--- config.mk ---
export PLATFORM = sky130hd
export DESIGN_NAME = seq_shift_add_mult
export DESIGN_NICKNAME = d
export VERILOG_FILES = /design/src/rtl/seq_mult_pkg.sv /design/src/rtl/seq_mult_datapath.sv /design/src/rtl/seq_shift_add_mult.sv
export SDC_FILE = /design/constraint.sdc
export NUM_CORES = 1
export LEC_CHECK = 0
export CORE_MARGIN = 2
export CORE_UTILIZATION = 55
export CTS_CLUSTER_DIAMETER = 200
export DETAILED_ROUTE_END_ITERATION = 16
export GPL_TIMING_DRIVEN = 0
export PLACE_DENSITY = 0.8
export SLEW_MARGIN = 20
export SYNTH_ARGS = -nofsm -noshare
export SYNTH_HDL_FRONTEND = slang
export SYNTH_SLANG_ARGS = --single-unit
--- constraint.sdc ---
create_clock -name clk -period 3.3 [get_ports clk]
set_input_delay 0.495 -clock clk [delete_from_list [all_inputs] [get_ports clk]]
set_output_delay 0.495 -clock clk [all_outputs]
set_load 0.005 [all_outputs]
--- src/rtl/seq_mult_pkg.sv ---
// Shared types and helpers for the sequential shift-and-add multiplier.
package seq_mult_pkg;

    typedef enum logic [1:0] {
        IDLE = 2'd0,
        RUN  = 2'd1,
        DONE = 2'd2
    } mult_state_t;

    // Step counter must hold the value WIDTH itself.
    function automatic int cnt_width(input int width);
        return $clog2(width + 1);
    endfunction

endpackage

--- src/rtl/seq_mult_datapath.sv ---
// Accumulator / multiplicand / multiplier registers and the adder of the shift-and-add multiplier.
// Macro SEQ_MULT_EARLY_TERM_EN adds a "remaining multiplier bits are zero" flag.
module seq_mult_datapath #(
    parameter int WIDTH = 3
) (
    input  logic               clk_i,
    input  logic               rst_i,
    input  logic               load_i,
    input  logic               step_i,
    input  logic [WIDTH-1:0]   a_i,
    input  logic [WIDTH-1:0]   b_i,
    output logic [2*WIDTH-1:0] sum_o
`ifdef SEQ_MULT_EARLY_TERM_EN
    ,
    output logic               mplier_zero_o
`endif
);

    localparam int PW = 2 * WIDTH;

    logic [PW-1:0]    acc_q;
    logic [PW-1:0]    acc_d;
    logic [PW-1:0]    mcand_q;
    logic [PW-1:0]    mcand_d;
    logic [WIDTH-1:0] mplier_q;
    logic [WIDTH-1:0] mplier_d;
    logic [PW-1:0]    addend_s;

    // Partial-product add; sum_o is also the value p takes on the final step.
    always_comb begin
        addend_s = mplier_q[0] ? mcand_q : {PW{1'b0}};
        sum_o    = acc_q + addend_s;
    end

`ifdef SEQ_MULT_EARLY_TERM_EN
    // Zero once shifted means no further partial product can contribute.
    always_comb begin
        mplier_zero_o = (mplier_q[WIDTH-1:1] == {(WIDTH-1){1'b0}});
    end
`endif

    // Next-state selection: load a fresh operation, advance one bit, or hold.
    always_comb begin
        acc_d    = acc_q;
        mcand_d  = mcand_q;
        mplier_d = mplier_q;
        if (load_i) begin
            acc_d    = {PW{1'b0}};
            mcand_d  = {{WIDTH{1'b0}}, a_i};
            mplier_d = b_i;
        end else if (step_i) begin
            acc_d    = sum_o;
            mcand_d  = {mcand_q[PW-2:0], 1'b0};
            mplier_d = {1'b0, mplier_q[WIDTH-1:1]};
        end else begin
            acc_d    = acc_q;
        end
    end

    // Datapath state registers.
    always_ff @(posedge clk_i) begin
        if (rst_i) begin
            acc_q    <= {PW{1'b0}};
            mcand_q  <= {PW{1'b0}};
            mplier_q <= {WIDTH{1'b0}};
        end else begin
            acc_q    <= acc_d;
            mcand_q  <= mcand_d;
            mplier_q <= mplier_d;
        end
    end

endmodule

--- src/rtl/seq_shift_add_mult.sv ---
// Sequential unsigned radix-2 shift-and-add multiplier with start/busy/done handshake.
// Define SEQ_MULT_EARLY_TERM_EN to finish as soon as no multiplier bits remain.
module seq_shift_add_mult
    import seq_mult_pkg::*;
#(
    parameter int WIDTH = 3,
    parameter int CNT_W = cnt_width(WIDTH)
) (
    input  logic               clk,
    input  logic               rst,
    input  logic               start,
    input  logic [WIDTH-1:0]   a,
    input  logic [WIDTH-1:0]   b,
    output logic               busy,
    output logic               done,
    output logic [2*WIDTH-1:0] p
);

    mult_state_t        state_q;
    mult_state_t        state_d;
    logic [CNT_W-1:0]   cnt_q;
    logic [CNT_W-1:0]   cnt_d;
    logic [2*WIDTH-1:0] p_q;
    logic [2*WIDTH-1:0] p_d;
    logic               busy_q;
    logic               busy_d;
    logic               done_q;
    logic               done_d;
    logic               load_s;
    logic               step_s;
    logic               last_s;
    logic [2*WIDTH-1:0] sum_s;
`ifdef SEQ_MULT_EARLY_TERM_EN
    logic               mplier_zero_s;
`endif

    seq_mult_datapath #(
        .WIDTH (WIDTH)
    ) u_datapath (
        .clk_i         (clk),
        .rst_i         (rst),
        .load_i        (load_s),
        .step_i        (step_s),
        .a_i           (a),
        .b_i           (b),
        .sum_o         (sum_s)
`ifdef SEQ_MULT_EARLY_TERM_EN
        ,
        .mplier_zero_o (mplier_zero_s)
`endif
    );

    // Final step of an operation.
    always_comb begin
`ifdef SEQ_MULT_EARLY_TERM_EN
        last_s = (cnt_q == CNT_W'(1)) || mplier_zero_s;
`else
        last_s = (cnt_q == CNT_W'(1));
`endif
    end

    // FSM next state, counter, product capture and datapath enables.
    always_comb begin
        state_d = state_q;
        cnt_d   = cnt_q;
        p_d     = p_q;
        load_s  = 1'b0;
        step_s  = 1'b0;
        case (state_q)
            IDLE, DONE: begin
                if (start) begin
                    load_s  = 1'b1;
                    cnt_d   = CNT_W'(WIDTH);
                    state_d = RUN;
                end else begin
                    state_d = IDLE;
                end
            end
            RUN: begin
                step_s = 1'b1;
                cnt_d  = cnt_q - CNT_W'(1);
                if (last_s) begin
                    p_d     = sum_s;
                    state_d = DONE;
                end else begin
                    state_d = RUN;
                end
            end
            default: begin
                state_d = IDLE;
            end
        endcase
        busy_d = (state_d == RUN);
        done_d = (state_d == DONE);
    end

    // Control state and registered outputs.
    always_ff @(posedge clk) begin
        if (rst) begin
            state_q <= IDLE;
            cnt_q   <= {CNT_W{1'b0}};
            p_q     <= {(2*WIDTH){1'b0}};
            busy_q  <= 1'b0;
            done_q  <= 1'b0;
        end else begin
            state_q <= state_d;
            cnt_q   <= cnt_d;
            p_q     <= p_d;
            busy_q  <= busy_d;
            done_q  <= done_d;
        end
    end

    assign busy = busy_q;
    assign done = done_q;
    assign p    = p_q;

endmodule

After elaboration in Yosys (flattened, before gate mapping)
Cells that the tools add are included.
{"block": "totals", "input_bits": 9, "output_inout_bits": 8, "ff_bits": 27, "elab_cells": 37}
{"block": "classes", "muxes": 13, "n_reduce_logical": 7, "n_addsub": 2, "n_eq_ne": 6}
{"operator": "$mux 3", "n": 4}
{"operator": "$pmux 2 s2", "n": 2}
{"operator": "$add 6x6->6", "n": 1}
{"operator": "$eq 2x1->1 const B", "n": 3}
{"operator": "$mux 6", "n": 1}
{"operator": "$eq 2x2->1 const B", "n": 2}
{"operator": "$mux 1", "n": 4}
{"operator": "$mux 2", "n": 2}
{"operator": "$reduce_and 2->1", "n": 2}
{"operator": "$reduce_bool 2->1", "n": 2}
{"operator": "$reduce_or 2->1", "n": 2}
{"operator": "$logic_not 2->1", "n": 1}
{"operator": "$ne 2x2->1 const B", "n": 1}
{"operator": "$sub 2x1->2 const B", "n": 1}

Depth between registers and ports, before layout
{"block": "depth", "depth_word": 4, "ltp_mapped": 7, "mapped_depth_nobuf": 7}

Modules after synthesis
From an unflattened synthesis, not the netlist that was laid out.
{"block": "unflattened", "hier_cells": 140, "area_unflattened_um2": 1267.5}
{"mod": "seq_mult_datapath", "n_inst": 1, "cells_each": 91, "area_each_um2": 809.5, "seq_area_each_um2": 300.3}
{"mod": "seq_shift_add_mult", "n_inst": 1, "cells_each": 49, "area_each_um2": 457.9, "seq_area_each_um2": 240.2}

Worst setup path after synthesis
OpenSTA, ideal clock, no wires.
{"block": "synth_timing", "path_kind": "register to register", "startpoint": "register u_datapath.mplier_q[0]", "endpoint": "register p_q[4], in the netlist p[4]", "t_required_ns": 3.180, "synth_period_minus_slack_ns": 1.700, "setup_slack_ns": 1.600, "t_arrival_ns": 1.580, "path_stages_with_launch": 8, "setup_time_ns": 0.120, "path_buffers": 0, "path_cell_list": "dfxtp_1 > and2_1 > ha_1 > fa_1 > a21o_1 > a21oi_1 > or4_1 > nand3_1"}
{"block": "synth_via", "elab_chain_len": 2}
{"item": "start, declared", "line_no": "seq_mult_datapath.sv:25", "rtl": "logic [WIDTH-1:0] mplier_q;"}
{"item": "start signal, assigned", "line_no": "seq_mult_datapath.sv:65", "rtl": "mplier_q <= {WIDTH{1'b0}};"}
{"item": "start signal, assigned", "line_no": "seq_mult_datapath.sv:69", "rtl": "mplier_q <= mplier_d;"}
{"item": "$mux 6", "line_no": "seq_mult_datapath.sv:31", "rtl": "addend_s = mplier_q[0] ? mcand_q : {PW{1'b0}};"}
{"item": "$add 6x6->6", "line_no": "seq_mult_datapath.sv:32", "rtl": "sum_o = acc_q + addend_s;"}
{"item": "end signal, assigned", "line_no": "seq_shift_add_mult.sv:102", "rtl": "p_q <= {(2*WIDTH){1'b0}};"}
{"item": "end signal, assigned", "line_no": "seq_shift_add_mult.sv:108", "rtl": "p_q <= p_d;"}
{"item": "end, declared", "line_no": "seq_shift_add_mult.sv:23", "rtl": "logic [2*WIDTH-1:0] p_q;"}
Every way passes these cells.
A chain may end at the register's enable or synchronous reset.

Worst setup path after layout
Same ends and word-level chain as after synthesis.

==> out/qor.csv <==
metric,value,unit
status,"finished, final reports clean",
pwr-share-comb,16.5,%
grt_pass1_vias,956,
synth_common_cells,"27 x dfxtp_1, 20 x nand2_1, 16 x nor2_1",
pwr-share-clk,24.4,%
vdd_drop_max,0.317,mV
clk_pin_slew_worst_paths,140,ps
final_core_util,68.0,%
hp-class,reg -> reg,
pin_count,17,
power.total,598,uW
ys_types,32,
rr_startpoint,u_datapath.mplier_q[0],
ys_seq_area_share,42.6,%
post-place-cells,189,
syn_area_per_cell,8.75,sq um
ys_async_sr_fraction,0,%
vias_per_cell,5.62,
dp_hpwl,1950,um
drtAntennaViolNets,0,
fin_skew,5.47,ps
antenna_found_initial,0,
drt_wl_total,2560,um
cp-startpoint,u_datapath.mplier_q[0],
first_pass_iters,4,
core,0.00219,sq mm
yosys_warnings,0,
p_sw_share,27.2,%
power_frac_seq,59.1,%
final_cells,193,
crit_arrival,2160,ps
area_growth,17.5,%
cts_tree,built,
row_count,17,
groute.usage.overall,20.9,%
powerDensity,401,mW/mm^2
hold_violations,0,
die_area,0.00271,sq mm
avgRoutedWirePerCell,13.3,um
yosysMostFrequentCell,dfxtp_1,
grt_first_pass_wirelength,4150,um
endpoint_kind,flop,
drv_cap,0,
layout-drive-gt1-share,6.67,%
nets,182,
start_kind,flop,
post-route-min-period,1920,ps
crit_fanout,7,
cts-root-buf,clkbuf_4,
nFillCells,177,
cts_setup_buffers,0,
htree_levels,1,
diodes,0,
synth.area.top_cells,"dfxtp_1 43%, ha_1 5.9%, nand2_1 5.9%, nor2_1 4.7%, a21oi_1 4.3%",
die_w,52.0,um
reg2reg_depth,7,
p_leak,0.000597,uW
yosys.area.top_type,dfxtp_1,
synth_area,0.00127,sq mm
die_h,52.0,um
grt_overflow,0,
drcViolationCount,0,
synthesis.nets,161,
cts_resized,0,
synthCells,145,
intPower,435,uW
crit_type,reg -> reg,
cp_data_required_time,3540,ps
cts_inserted_buffers,3,
r2r_setup_slack,1380,ps
port-buffer-count,16,
synth_flop_cell,dfxtp_1,
synth_top_area_share,42.6,%
initial_core_util,57.9,%
synth_edf_count,0,
power_switching,163,uW
cts-hold-fix-buffers,0,
setup_viol,0,
timing.setup.tns,0,ps
drt_first_iter_violations,28,
worst_slew_pin_slew,477,ps
worstHoldStart,p[1],
hold_path_depth,2,
vias,1084,
grt_max_degree,15,
period_share,58.3,%
gp_congestion,0.787,
slew_viol_final,0,
rsz0062_at_grt,false,
clock.fmax,520,MHz
clk_latency,330,ps
relSlewSlack,68.2,%
ys_ff_latch,27,
cts_buffer_depth,2,
cts_sinks,27,
## placed cells by master (no fill, tap or decap), types with 5 or more instances in the layout
cell / count
dfxtp_1: 27
nand2_1: 20
nor2_1: 16
clkdlybuf4s50_1: 16
a21oi_1: 11
and2_1: 6
nand3_1: 6
ha_1: 6
clkbuf_1: 5
a211oi_1: 5
## cell families (layout without fill, tap and decap cells)
group,after synthesis,after routing,share of synthesized area [%]
AOI/OAI and AO/OA,24,24,11.9
xor gates and xnor gates,2,2,1.38
adders and majority gates,7,7,7.49
buffers and inverters,10,30,4.63
DFF,27,27,42.6
muxes,2,2,1.58
and+or+nand+nor,73,73,30.4
## critical path, stage by stage, from the launching register on
cell     delay, ps
dfxtp_1        380
and2_1         160
ha_1           200
fa_1           410
a21o_1         170
a21oi_1        300
or4_1          160
nand3_1         60
## routing by layer
layer | global-route usage, % | wire, um | vias to the layer above
met2 | 36.3 | 1230 | 29
met5 | 0 | 0 | -
met3 | 2.59 | 116 | 5
met4 | 11.0 | 50 | 0
met1 | 25.0 | 1170 | 498
li1 | - | - | 552
## power by group through the flow
stage / Sequential, uW / Combinational [uW] / Clock, uW
2_1_floorplan: 358 / 65.4 / 0
3_3_place_gp: 359 / 94.1 / 0
3_5_place_dp: 361 / 97.9 / 0
4_1_cts: 353 / 98.2 / 145
5_1_grt: 356 / 108 / 153
6_report: 353 / 98.3 / 146
## state kept, by name (all words and copies together) (netlist names)
| signal | count |
|---|---|
| state_q | 2 |
| busy | 1 |
| u_datapath.acc_q | 6 |
| p | 6 |
| cnt_q | 2 |
| done | 1 |
| u_datapath.mcand_q | 6 |
| u_datapath.mplier_q | 3 |
## worst paths after layout
kind | to
max reg2reg | p[4]
min | p[1]
max | p[4]
min reg2reg | p[1]
## final cells by class
cell class | instances | area, sq um | share of cell area, %
plain buffers | 9 | 55.1 | 3.69
flip-flops and latches | 27 | 541 | 36.3
repair buffers | 16 | 160 | 10.7
well taps | 28 | 35.0 | 2.35
multi-input cells | 108 | 669 | 44.9
clock buffers | 4 | 26.3 | 1.76
inverters | 1 | 3.75 | 0.252
## metrics by stage
stage               worst slack (ps)  cell area [sq um]  hold slack, ps
floorplan                       1600               1270             433
global placement                1400               1460             445
detailed placement              1360               1460             447
CTS                             1400               1490             465
global route                    1280               1490             498
finish                          1380               1490             466
No activity file was read; power rests on OpenSTA's default activity.
